<file path="src/rtl/spi_byte_slave.sv">
// SPI mode-0 slave front end: oversamples the SPI pins on sys_clk, delivers
// received bytes with a data_rdy strobe and shifts shadowed tx bytes out on miso.
module spi_byte_slave #(
  parameter int SYNC_STAGES = 2
) (
  input  logic       sys_clk,
  input  logic       rst_n,
  input  logic       sclk,
  input  logic       cs_n,
  input  logic       mosi,
  output logic       miso,
  output logic [7:0] rx_data,
  output logic       data_rdy,
  input  logic [7:0] tx_data,
  input  logic       data_latch,
  output logic       tx_underrun,
  output logic       frame_active
);

  typedef enum logic [0:0] {
    IDLE  = 1'b0,
    SHIFT = 1'b1
  } state_t;

  logic [SYNC_STAGES-1:0] sclk_sync_r;
  logic [SYNC_STAGES-1:0] cs_sync_r;
  logic [SYNC_STAGES-1:0] mosi_sync_r;
  logic                   sclk_s;
  logic                   cs_s;
  logic                   mosi_s;
  logic                   sclk_d_r;
  logic                   cs_d_r;
  logic                   sclk_rise_r;
  logic                   sclk_fall_r;
  logic                   cs_fall_r;
  logic                   cs_rise_r;

  state_t                 state_r;
  logic [2:0]             bit_cnt_r;
  logic                   shifted_r;
  logic [6:0]             rx_shift_r;
  logic [7:0]             tx_shift_r;
  logic [7:0]             shadow_r;
  logic                   shadow_vld_r;

  logic                   load_s;
  logic [7:0]             load_val_s;
  logic                   underrun_s;

  assign sclk_s       = sclk_sync_r[SYNC_STAGES-1];
  assign cs_s         = cs_sync_r[SYNC_STAGES-1];
  assign mosi_s       = mosi_sync_r[SYNC_STAGES-1];
  assign miso         = tx_shift_r[7];
  assign frame_active = (state_r == SHIFT);

  // Pin synchronizers, history flops and registered single-cycle edge detects.
  // The cs_n chain resets low so a select held low across reset never looks like a fresh fall.
  always_ff @(posedge sys_clk or negedge rst_n) begin
    if (!rst_n) begin
      sclk_sync_r <= '0;
      cs_sync_r   <= '0;
      mosi_sync_r <= '0;
      sclk_d_r    <= 1'b0;
      cs_d_r      <= 1'b0;
      sclk_rise_r <= 1'b0;
      sclk_fall_r <= 1'b0;
      cs_fall_r   <= 1'b0;
      cs_rise_r   <= 1'b0;
    end else begin
      sclk_sync_r <= {sclk_sync_r[SYNC_STAGES-2:0], sclk};
      cs_sync_r   <= {cs_sync_r[SYNC_STAGES-2:0], cs_n};
      mosi_sync_r <= {mosi_sync_r[SYNC_STAGES-2:0], mosi};
      sclk_d_r    <= sclk_s;
      cs_d_r      <= cs_s;
      sclk_rise_r <= sclk_s & ~sclk_d_r;
      sclk_fall_r <= ~sclk_s & sclk_d_r;
      cs_fall_r   <= ~cs_s & cs_d_r;
      cs_rise_r   <= cs_s & ~cs_d_r;
    end
  end

  // Byte-load decision and the value such a load places in tx_shift.
  always_comb begin
    load_s     = 1'b0;
    load_val_s = 8'h00;
    underrun_s = 1'b0;
    if (state_r == IDLE) begin
      load_s = cs_fall_r & ~sclk_d_r;
    end else begin
      load_s = ~cs_rise_r & sclk_fall_r & shifted_r & (bit_cnt_r == 3'd0);
    end
    if (data_latch) begin
      load_val_s = tx_data;
    end else if (shadow_vld_r) begin
      load_val_s = shadow_r;
    end else begin
      load_val_s = 8'h00;
    end
    underrun_s = load_s & ~data_latch & ~shadow_vld_r;
  end

  // Tx shadow register: written by the core, drained by byte loads.
  always_ff @(posedge sys_clk or negedge rst_n) begin
    if (!rst_n) begin
      shadow_r     <= 8'h00;
      shadow_vld_r <= 1'b0;
    end else if (load_s) begin
      shadow_vld_r <= 1'b0;
    end else if (data_latch) begin
      shadow_r     <= tx_data;
      shadow_vld_r <= 1'b1;
    end
  end

  // Frame state machine with rx deserializer and tx serializer.
  always_ff @(posedge sys_clk or negedge rst_n) begin
    if (!rst_n) begin
      state_r     <= IDLE;
      bit_cnt_r   <= 3'd0;
      shifted_r   <= 1'b0;
      rx_shift_r  <= 7'h00;
      rx_data     <= 8'h00;
      data_rdy    <= 1'b0;
      tx_shift_r  <= 8'h00;
      tx_underrun <= 1'b0;
    end else begin
      data_rdy    <= 1'b0;
      tx_underrun <= underrun_s;
      case (state_r)
        IDLE: begin
          bit_cnt_r <= 3'd0;
          shifted_r <= 1'b0;
          if (load_s) begin
            state_r    <= SHIFT;
            tx_shift_r <= load_val_s;
          end else begin
            tx_shift_r <= 8'h00;
          end
        end
        SHIFT: begin
          if (cs_rise_r) begin
            // Abort: any partial byte is dropped, rx_data keeps its last value.
            state_r    <= IDLE;
            bit_cnt_r  <= 3'd0;
            shifted_r  <= 1'b0;
            tx_shift_r <= 8'h00;
          end else begin
            if (sclk_rise_r) begin
              rx_shift_r <= {rx_shift_r[5:0], mosi_s};
              bit_cnt_r  <= bit_cnt_r + 3'd1;
              shifted_r  <= 1'b1;
              if (bit_cnt_r == 3'd7) begin
                rx_data  <= {rx_shift_r, mosi_s};
                data_rdy <= 1'b1;
              end
            end
            if (load_s) begin
              tx_shift_r <= load_val_s;
            end else if (sclk_fall_r) begin
              tx_shift_r <= {tx_shift_r[6:0], 1'b0};
            end
          end
        end
        default: begin
          state_r    <= IDLE;
          bit_cnt_r  <= 3'd0;
          shifted_r  <= 1'b0;
          tx_shift_r <= 8'h00;
        end
      endcase
    end
  end

endmodule

</file>
<file path="config.mk">
export PLATFORM = sky130hd
export DESIGN_NAME = spi_byte_slave
export DESIGN_NICKNAME = d
export VERILOG_FILES = /design/src/rtl/spi_byte_slave.sv
export SDC_FILE = /design/constraint.sdc
export NUM_CORES = 1
export LEC_CHECK = 0
export ABC_AREA = 1
export BUFFER_PORTS_ARGS = -buffer_cell sky130_fd_sc_hd__buf_2
export CAP_MARGIN = 20
export CORE_ASPECT_RATIO = 0.75
export CORE_MARGIN = 5
export CORE_UTILIZATION = 55
export CTS_CLUSTER_DIAMETER = 100
export DETAILED_ROUTE_END_ITERATION = 10
export PLACE_DENSITY = 0.72
export REMOVE_ABC_BUFFERS = 1
export SLEW_MARGIN = 20
export SYNTH_ARGS = -nofsm -noshare
export SYNTH_HDL_FRONTEND = slang
export SYNTH_SLANG_ARGS = --single-unit
</file>
<file path="constraint.sdc">
create_clock -name sys_clk -period 3.2 [get_ports sys_clk]
set_input_delay 0.16 -clock sys_clk [delete_from_list [all_inputs] [get_ports sys_clk]]
set_output_delay 0.16 -clock sys_clk [all_outputs]
set_load 0.05 [all_outputs]
</file>
==> impl_summary.md, run 1 <==
Critical path
STA puts the critical path data arrival time at ~1800 ps. The longest individual stage delay on the worst path is between 400 and 500 ps. The critical path's slowest cell is dfrtp_1.

The reg-to-reg critical path startpoint is cs_rise_r$_DFF_PN0_. For the worst setup path, the data required time is around 3400 ps. The worst register-to-register path ends at tx_shift_r[3]$_DFFE_PN0P_. The type of element capturing the critical path is a flop. The cell type with the highest occurrence count on the critical path is nand2_1. Walking the worst path, the cells encountered are nor2_4, nand2_1, or2_2, nand2_1, inv_1. The largest fanout on the critical path is 16. The critical path crosses 5 cells after its start point. Counting cells, the worst reg-to-reg path comes to 5. STA classifies the critical path startpoint as a flop. The cell family contributing the most delay on the critical path is simple AND/OR/NAND/NOR gates.

By startpoint and endpoint, the worst setup path is classified as reg2reg. Across all register-to-register paths, the minimum setup slack is roughly 1600 ps. The buffer and inverter count on the worst path is 1.

Layout
The area added between synthesis and finish is 15.1%. The diode insertion count for antenna repair is 0. The final layout contains roughly 270 nets. After filler insertion, the fill cell instance count of the layout stands at 332. The layout cell share with drive strength beyond 1 is approximately 16%.

Clock network
The buffer type at the clock tree root is clkbuf_8. Post-CTS repair changed the size of 0 cells. For the worst-skew pair, the clock arrives at the later sink with an insertion delay of around 310 ps. For this design, the CTS-stage hold fixing added 4 buffers. The maximum number of buffers from clock root to sink is 2. In this run the number of H-tree levels came out at 2. Counting the buffers created by CTS gives 5. The clock-pin slew of the registers on the worst-case setup and hold paths is ~100 ps. The buffer count from post-CTS setup fixing is 0.

The clock drives 51 sinks. The TritonCTS clock tree is yes.

STA
The final period demand of the worst path is around 1600 ps. The pin slew with the least headroom to its limit is around 590 ps. The clock arrives with roughly 7 ps of skew. Setup repair after global routing left no endpoint under its margin.

The relative slew slack is roughly three fifths. The final count of pins violating max slew is 0. The final-report hold violation count is 0. For this run, the top clock speed supported by timing is roughly 0.62 GHz. The total negative setup slack is 0 ps. Setup violations remaining at the end of the flow were counted as 0. The final critical-path share of the clock period is approximately half. Across all hold checks on the routed design, the worst slack comes to slightly below 80 ps.

Global route
Entering global routing, the biggest net connects 27 pins. The total overflow reported by the global router is 0. The global-route wire length before repair is between 6000 and 7000 microns. The number of global-route vias before repair is around 1400. The initial antenna violation count is 0. The total global-route track usage is about 16%.

Synth
The number of unique standard cell types used by synthesis is 18. The synthesized area divided by synthesized cell count is between 9 and 10 sq um. By area the synthesized netlist is led by dfrtp_1 61%, nand2_1 9.8%, inv_1 6.5%. The share of the Yosys chip area taken by registers is between 60 and 70%.

Counting flops and latches in the post-synthesis netlist gives 51. The portion of synthesized cell area occupied by the leading cell type is roughly three fifths. For this run, the number of Yosys warnings is 0. The mapped netlist covers between 2000 and 2500 sq um. The post-synthesis cell count is around 230. Of all cell types, the one taking the most synthesized area is dfrtp_1.

Die
The floorplan step defined a core boundary enclosing 3660 sq um. The die covers about 5100 sq um. In this run the horizontal extent of the chip is just over 80 microns. The initial core utilization is 56.8%. The die is roughly 63 microns tall.

The number of cell rows is 19. In this run the count of I/O pins placed on the die edge is 26.

Run status
The flow ran to the end, and the final reports show no timing, DRC or antenna violations.

Pwr
Power spread over the standard cell area amounts to 539 nW/um^2. The analysis attributes to cell leakage a power of 1.28 nW. IR analysis of the VDD net gives a maximum drop of 0.334 mV.

Placement
The placed wire-length estimate after detailed placement is around 2500 microns. The weighted congestion at the end of routability-driven global placement is between 0.7 and 0.8. In this run the tool buffered the top-level ports with 25 buffer cells.

Route
The total iterations of the first detailed-routing run is 4. In the final routed layout, each cell accounts on average for approximately 11 microns. The first routing iteration left 98 violations. The final layout contains routed wiring with a total length of between 3000 and 4000 microns. The detailed router placed between 1000 and 1500 vias in this run. The mean number of vias per cell is between 4 and 5. For this run, design rule violations remaining after detail routing come to 0. Once detail routing completed, the nets flagged for antenna violations numbered 0.

Worst hold path
Counting instances, the worst hold path has a depth of 3. The kind of path behind the tightest hold check is in2reg. The worst hold path startpoint is tx_data[1]. The worst hold path terminates at shadow_r[1]$_DFFE_PN0P_.

Run
Across the run, the number of max-cap violations was 0.
-- cells in the final DEF (no fill, tap or decap), types with 4 or more instances in the layout --
master,count
o21ai_1,8
nand3_1,17
clkbuf_8,5
or2_2,4
inv_1,36
dfrtp_1,51
nor2_1,14
o21ai_0,24
buf_2,25
dlygate4sd3_1,4
nand2_1,54
-- layer usage --
metal  track usage, %  share of wire (%)
met5                0                  0
met4             5.06               0.86
met3             4.42                3.6
met2             21.6                 43
met1             24.6                 53
-- how the worst max path moves through the flow --
stage | from | to | slack [ps]
detailed placement | cs_rise_r$_DFF_PN0_ | tx_shift_r[3]$_DFFE_PN0P_ | 1630
global route | frame_active$_DFF_PN0_ | rx_data[5]$_DFFE_PN0P_ | 1400
CTS | cs_rise_r$_DFF_PN0_ | tx_shift_r[3]$_DFFE_PN0P_ | 1610
finish | cs_rise_r$_DFF_PN0_ | tx_shift_r[3]$_DFFE_PN0P_ | 1600
floorplan | frame_active$_DFF_PN0_ | tx_shift_r[1]$_DFFE_PN0P_ | 1410
global placement | cs_rise_r$_DFF_PN0_ | tx_shift_r[4]$_DFFE_PN0P_ | 1670
-- logic make-up (layout without fill, tap and decap cells) --
| kind of cell | count (synthesis) | in the layout | synth area share [%] |
|---|---|---|---|
| AO/OA/AOI/OAI | 35 | 35 | 8.43 |
| adder cells (fa/ha/maj) | 3 | 3 | 1.81 |
| buffers and inverters | 42 | 74 | 8.13 |
| flip-flops | 51 | 51 | 61.4 |
| AND/OR/NAND/NOR | 95 | 95 | 20.2 |
-- flip-flops by register name, indices dropped and copies added, names as in the netlist --
| register | count |
|---|---|
| bit_cnt_r | 3 |
| cs_d_r | 1 |
| cs_fall_r | 1 |
| cs_rise_r | 1 |
| cs_sync_r | 2 |
| data_rdy | 1 |
| frame_active | 1 |
| mosi_sync_r | 2 |
| rx_data | 8 |
| rx_shift_r | 7 |
| sclk_d_r | 1 |
| sclk_fall_r | 1 |
| sclk_rise_r | 1 |
| sclk_sync_r | 2 |
| shadow_r | 8 |
| shadow_vld_r | 1 |
| shifted_r | 1 |
| tx_shift_r | 8 |
| tx_underrun | 1 |
-- report_power, final --
group | switching, mW | leakage [nW] | internal, mW | total [mW]
Combinational | 0.113 | 0.575 | 0.0577 | 0.171
Sequential | 0.0281 | 0.661 | 0.703 | 0.731
Clock | 0.224 | 0.0467 | 0.162 | 0.387
-- synthesized netlist by cell type, drive strengths merged --
cell type,number
nor3,1
nor2,16
nand3,18
clkbuf,2
a21oi,3
or2,5
inv,36
o21ai,32
nand2,55
ha,3
dfrtp,51
buf,4
-- area by class of cell --
type                    count  area (sq um)  share of cell area [%]
clock inverters             3          27.5                    1.15
inverters                  36           135                    5.65
flip-flops and latches     51          1280                    53.4
well taps                  52          65.1                    2.72
repair buffers             30           185                    7.74
multi-input cells         133           633                    26.5
clock buffers               5          68.8                    2.88
-- worst min-delay path, cell delays in order --
cell and delay (ps):
buf_2 90, nand2_1 40, o21ai_1 60
-- per-stage QoR --
step / instance area [sq um] / instances / utilization (%) / power, mW / setup slack (ps)
after floorplan: 2040 / 220 / - / 0.852 / 1410
after global placement: 2230 / 297 / 61.0 / 0.902 / 1670
after detailed placement: 2250 / 298 / 61.6 / 0.912 / 1630
after CTS: 2390 / 310 / 65.3 / 1.31 / 1610
after global routing: 2390 / 310 / 65.3 / 1.37 / 1400
final: 2390 / 310 / 65.3 / 1.29 / 1600
Note: power is estimated with default switching activity, not from simulation.
==> run 2: changes to the inputs <==
ABC_AREA = 0   (was 1)
clock period = 1.61 ns   (was 3.2 ns; I/O delays follow)
==> impl_summary.md, run 2 <==
Layout
In the final layout, the registers with the most flip-flops are rx_data x8, shadow_r x8, tx_shift_r x8. Leaving out fill and tap cells, the most frequent cell in the layout is dfrtp_1. For this run, the post-layout net count is roughly 190. The multi-input combinational cells in the finished layout cover a total of roughly 700 sq um. The post-route netlist has 38.4% of its cells at a drive strength greater than 1. The diode insertion count for antenna repair is 0. The register cell area after layout is 1280 sq um. Once layout is done, the placed cells without fillers occupy 2350 sq um. In the layout the commonest cells are 51 x dfrtp_1, 25 x buf_2, 23 x mux2_2. Counting the fill cells in the layout gives 276. Compared with the post-synthesis result, the final layout area differs by 16.9%.

STA
Measured against its own limit, the worst slew margin works out to just under 60%. For the final database, setup skew stands at 2.53 ps. At the pin with the least slew margin, the transition time is about 610 ps. Subtracting the final worst setup slack from the clock period gives 1570 ps. The minimum setup slack in the final design is roughly 44 ps. The final-report hold violation count is 0. Final hold analysis gives a worst-case slack of ~24 ps. For this run, the top clock speed supported by timing is 0.639 GHz.

Setup repair after global routing could not meet its margin everywhere. The final critical-path share of the clock period is 97.3%. The final count of pins violating max slew is 0.

Setup violations remaining at the end of the flow were counted as 0.

Global route
The total global-route track usage is 16.0%. The global routing usage on met2 is about a quarter. In this run the most used layer during global routing was met2.

The number of global-route vias before repair came to 1254. The largest net degree at the start of global routing is 52. The global routing met3 resource utilization is 5.91%.

The initial antenna violation count is 0. For this run, global-route usage on met1 was measured as a little under a quarter. The total overflow reported by the global router is 0. The first global-routing pass estimated ~6100 microns of wire.

Die
The die extent in y is just over 60 microns. The die area is 4980 sq um. 26 I/O pins were placed.

The initial core utilization is 56.0%. The die is about 80 microns wide. The floorplan has 19 rows. The core area is around 3600 sq um.

Critical path
The largest single stage delay on the critical path is ~420 ps. The required time of the critical path is 1800 ps. The type of element launching the critical path is a flop. STA classifies the critical path endpoint as a flop. Traced cell by cell, the critical path runs through inv_1, ha_2, nand3b_4, o211ai_4, mux2_2.

For this design, the slowest cell found on the critical path is dfrtp_1. The critical path arrival is 1750 ps. The largest fanout on the critical path is 8. The worst setup path is of the reg2reg kind.

Synth
The share of synthesized registers carrying an async set or reset is 100%. The top cell type by total area after synthesis is dfrtp_1. The number of unique standard cell types used by synthesis is 30.

Sorting the synthesized cells by area gives the leading types as dfrtp_1 63%, mux2_2 13%, a32oi_1 2.6%. The count of yosys warnings during synthesis is 0. In the synthesized netlist, the number of instances is 140. The most common flop cell mapped by yosys is dfrtp_1. By count the netlist is led by 51 x dfrtp_1, 23 x mux2_2, 8 x o21ai_0, 6 x a22oi_1, 6 x a32oi_1. The synthesized area divided by synthesized cell count is 14.4 sq um. The synthesized cell area is ~2000 sq um. The sequential-to-total area share from yosys stat is 63.4%. Yosys mapped a number of flops with a built-in enable equal to 0. The portion of synthesized cell area occupied by the leading cell type is a little under two thirds. The number of storage elements in the synthesis netlist is between 50 and 60. By instance count, the leading cell after synthesis is dfrtp_1.

Route
After detailed routing, the average wire length per cell comes to around 15 microns. The count of nets left with antenna violations after detail routing is 0. The total number of vias is around 1200.

Dividing the detail-routed via count by the number of cells gives 5.37. The detailed-route wire length is approximately 3500 microns. The first-iteration detailed-routing DRC count is 68. The number of DRC violations after detailed routing is 0. The first detailed-routing pass ran for 4 iterations.

Placement
The placed standard-cell area is around 2200 sq um. The post-placement setup slack is 20.9 ps. Routability-driven placement finished with a final weighted congestion of between 0.7 and 0.8. Input and output buffers added on the ports amount to 25. The placed wire-length estimate after detailed placement is approximately 2500 microns.

Clock network
The clock latency on the worst-skew pair is 300 ps. The buffer type at the clock tree root is clkbuf_8. After clock tree synthesis, the clock-pin slew on the worst setup and hold paths is about 90 ps. In this run, CTS created clock tree buffers numbering 5. The maximum number of buffers from clock root to sink is 2.

After clock tree synthesis, the setup repair step added 0 buffers. The TritonCTS clock tree is yes. The H-tree depth reported by CTS is 2.

For this design, the sink count on the clock tree is roughly 50.

Pwr
Summed over all cells, the static leakage comes to roughly 1.1 nW. The worst supply voltage drop on vdd is about 0.73 mV. The design draws 2.49 mW.

In this run the power density over the cells is roughly 1100 nW/um^2.

Run status
The run finished with clean final reports.

Worst hold path
The kind of path behind the tightest hold check is in2reg.

Run
The number of max-cap violations is 0.
[run 2: changes by cell type in the layout (fill, tap and decap cells not counted), sizes merged, moves of 5 or more]
cell and delta:
nand2 -52, inv -34, o21ai -24, mux2 +23, nand3 -17, nor2 -11, a22oi +6, a32oi +6
nor2b +5, or2 -5
[run 2: layout make-up]
class / count / share of cell area, %
sequential: 51 / 54.3
multi-input combinational: 82 / 30.3
timing repair buffer: 32 / 7.98
clock buffer: 7 / 3.67
tap: 52 / 2.77
inverter: 4 / 0.638
clock inverter: 1 / 0.372
[run 2: layer usage]
metal | up-vias | share of wire (%)
met5 | - | 0
met4 | 0 | 1.0
met3 | 6 | 6.6
met2 | 28 | 45
met1 | 618 | 47
li1 | 578 | -
[run 2: worst paths after layout]
kind | start | endpoint | slack [ps] | cells after the start
min | tx_data[0] | shadow_r[0]$_DFFE_PN0P_ | 20 | 2
min in group asynchronous | rst_n | rx_data[3]$_DFFE_PN0P_ | 410 | 3
max reg2reg | bit_cnt_r[0]$_DFFE_PN0P_ | shadow_r[3]$_DFFE_PN0P_ | 40 | 5
max | bit_cnt_r[0]$_DFFE_PN0P_ | shadow_r[3]$_DFFE_PN0P_ | 40 | 5
min reg2reg | mosi_sync_r[0]$_DFF_PN0_ | mosi_sync_r[1]$_DFF_PN0_ | 350 | 0
max in group asynchronous | rst_n | tx_shift_r[1]$_DFFE_PN0P_ | 800 | 3
[run 2: logic make-up after synthesis]
kind of cell,after synthesis,share of synthesized area (%)
flops,51,63.4
compound gates,28,10.6
mux,25,13.9
simple gates,25,8.46
buf+inv,7,1.31
fa+ha+maj,3,1.87
xor+xnor,1,0.435
[run 2: report_power, final]
| part | total [mW] | switching (mW) | internal, mW |
|---|---|---|---|
| Combinational | 0.279 | 0.141 | 0.137 |
| Clock | 0.748 | 0.396 | 0.352 |
| Sequential | 1.47 | 0.0791 | 1.39 |
| Total | 2.49 | 0.616 | 1.88 |
[run 2: worst max-delay path, delay by kind of cell, from the launching register on]
| family | cells | cell delay (ps) |
|---|---|---|
| adders and majority gates | 1 | 190 |
| muxes | 1 | 380 |
| AOI/OAI and AO/OA | 1 | 300 |
| DFF | 1 | 420 |
| buffers and inverters | 1 | 70 |
| and+or+nand+nor | 1 | 90 |
[run 2: repair_timing]
item                                    4_1_cts  5_1_grt
resized for setup                             0        5
hold buffers                                  4        0
endpoints found under the setup margin        0       15
hold endpoints to repair                     54        0
[run 2: stage by stage]
step                std cells  TNS (ps)  utilization [%]
finish                    229         0             65.5
global route              229      -102             65.5
CTS                       229         0             65.4
detailed placement        217         0             61.7
global placement          217         0             61.7
floorplan                 137      -634                -
==> run 3: changes to the inputs <==
MAX_ROUTING_LAYER = met4   (was not set)
==> impl_summary.md, run 3 (synthesis gave the netlist of run 2 again) <==
Critical path
The cell count of the worst reg-to-reg path is 5. The critical path arrival is 1750 ps. Traced cell by cell, the critical path runs through inv_1, ha_2, nand3b_4, o211ai_4, mux2_2. The worst setup path is launched from a flop. The largest fanout on the critical path is 8.

The destination of the worst register-to-register timing path is shadow_r[3]$_DFFE_PN0P_. For the worst setup path, the data required time is 1800 ps. STA classifies the critical path endpoint as a flop.

The setup check on the worst reg-to-reg path leaves a slack of around 45 ps. The worst register-to-register path begins at bit_cnt_r[0]$_DFFE_PN0P_. The critical path's slowest cell is dfrtp_1. The type of the worst setup path is reg2reg. The longest individual stage delay on the worst path is ~420 ps.

Route
The first-iteration detailed-routing DRC count is 92. The per-cell routed wire length is between 15 and 20 microns. The number of DRC violations after detailed routing is 0. The mean number of vias per cell is between 5 and 6. The detail route stage leaves a number of antenna-violating nets equal to 0. The total iterations of the first detailed-routing run is 4.

After detailed routing, the total wire length is 3500 microns. For this block, the via count after detailed routing is ~1200.

Die
The number of cell rows is 19. The die is 79.8 microns wide. The die is between 60 and 70 microns tall.

The boundary pin count is 26. The die area is about 5000 sq um. Once the floorplan was initialized, standard cells occupied between 50% and 60% of the core. The region available for standard cell placement spans between 3000 and 4000 sq um.

Layout
The repair_antennas step left the layout with diodes totalling 0. The most common cell after layout, fill and taps aside is dfrtp_1. The filler cells instantiated in the layout total 276. The number of nets at the end of the flow is slightly below 200. Cells with a size suffix above 1 make up slightly below 40% of the layout. Relative to the synthesized area, the layout overhead comes to 16.9%.

The largest registers in the layout are rx_data x8, shadow_r x8, tx_shift_r x8. Cells fill 65.5% of the core in the end. The top cell types in the final layout, fill and taps aside, are 51 x dfrtp_1, 25 x buf_2, 23 x mux2_2. The final non-filler cell area is 2350 sq um.

Run
The number of max-cap violations is 0.

Clock network
Buffers inserted during clock tree synthesis total 5. The maximum number of buffers from clock root to sink is 2. The clock drives 51 sinks.

The H-tree depth reported by CTS is 2. Clock-pin slew was measured on the worst setup and hold paths at ~90 ps. Clock tree synthesis selected as its root buffer the cell clkbuf_8. The TritonCTS clock tree is yes.

Post-CTS timing repair inserted 0 buffers for setup. The clock latency on the worst-skew pair is approximately 300 ps.

STA
Setup repair after global routing could not meet its margin everywhere. Measured against its own limit, the worst slew margin works out to between 50 and 60%. The final count of pins violating max slew is 0.

The final setup skew is slightly below 4 ps. The worst path needs between 1500 and 2000 ps of the cycle, external delays included. The final-report hold violation count is 0. The final critical-path share of the clock period is between 90 and 100%. The final setup violation count is 0. For this run, the top clock speed supported by timing is approximately 0.64 GHz. Final hold analysis gives a worst-case slack of 28.8 ps. For the pin with the worst max-slew slack, the measured transition is between 600 and 700 ps.

Placement
The weighted congestion at the end of routability-driven global placement is roughly 0.8. The placed standard-cell area is between 2000 and 2500 sq um. The count of buffers added on input and output ports is 25. After legalization and detailed placement, the total HPWL measured around 2500 microns.

Worst hold path
The path class of the tightest hold or removal check is in2reg. The endpoint with the worst hold slack is shadow_r[5]$_DFFE_PN0P_. The startpoint identified for the worst hold timing path is tx_data[5]. Along the worst hold path, the cell count comes to 2.

Pwr
The power density over cell area is between 1000 and 1500 nW/um^2. The leakage component of the power is approximately 1.1 nW. The post-route total power is 2.49 mW. The worst supply voltage drop on vdd is approximately 0.74 mV.

Global route
The largest net degree at the start of global routing is between 50 and 60. The initial antenna violation count was 0. The global-route wire length before repair is about 6100 microns. The total overflow left after global routing is 0. Global routing consumed, over all layers together, between 10% and 20% of the routing resources. The number of global-route vias before repair was approximately 1200.

Run status
The flow ran to the end, and the final reports show no timing, DRC or antenna violations.
[run 3: metal layers]
metal	GRT usage [%]	part of all wire (%)	vias up
met3	4.47	5.5	5
met5	-	0	-
met1	23.3	48	621
met2	23.1	46	30
li1	-	-	579
met4	5.27	1.0	0
[run 3: report_power, final]
part / switching, mW / leakage [nW] / internal, mW / total [mW]
logic: 0.142 / 0.439 / 0.137 / 0.279
clock network: 0.392 / 0.0484 / 0.352 / 0.744
registers: 0.0786 / 0.659 / 1.39 / 1.47
[run 3: critical path: cells and delay by family, from the launching register on]
family | cells | cell delay (ps)
DFF | 1 | 420
muxes | 1 | 380
AOI/OAI and AO/OA | 1 | 300
adders and majority gates | 1 | 190
and+or+nand+nor | 1 | 90
buffers and inverters | 1 | 70
[run 3: metrics by stage]
step | TNS, ps | instances | setup WS (ps)
detailed placement | 0 | 217 | 20.9
global route | -99.2 | 229 | -22.4
floorplan | -634 | 137 | -79.2
CTS | 0 | 229 | 9.57
finish | 0 | 229 | 44.8
global placement | 0 | 217 | 68.9
[run 3: cell type report]
cell class,instances,area (sq um),share of cell area [%]
clock buffers,7,86.3,3.67
clock inverters,1,8.76,0.372
inverters,4,15.0,0.638
multi-input cells,82,713,30.3
flip-flops and latches,51,1280,54.3
well taps,52,65.1,2.77
repair buffers,32,188,7.98
[run 3: how the worst max path moves through the flow]
stage	startpoint	endpoint	slack [ps]	cells after the start
global placement	bit_cnt_r[0]$_DFFE_PN0P_	shadow_r[2]$_DFFE_PN0P_	70	5
CTS	bit_cnt_r[0]$_DFFE_PN0P_	shadow_r[3]$_DFFE_PN0P_	10	5
global route	bit_cnt_r[1]$_DFFE_PN0P_	shadow_r[3]$_DFFE_PN0P_	-20	5
detailed placement	bit_cnt_r[0]$_DFFE_PN0P_	shadow_r[3]$_DFFE_PN0P_	20	5
floorplan	frame_active$_DFF_PN0_	shadow_r[0]$_DFFE_PN0P_	-80	3
finish	bit_cnt_r[0]$_DFFE_PN0P_	shadow_r[3]$_DFFE_PN0P_	40	5
[run 3: what timing repair did]
| action | 4_1_cts | 5_1_grt |
|---|---|---|
| hold endpoints to repair | 54 | 0 |
| setup endpoints to repair | 0 | 15 |
| hold buffers | 4 | 0 |
| resized for setup | 0 | 5 |
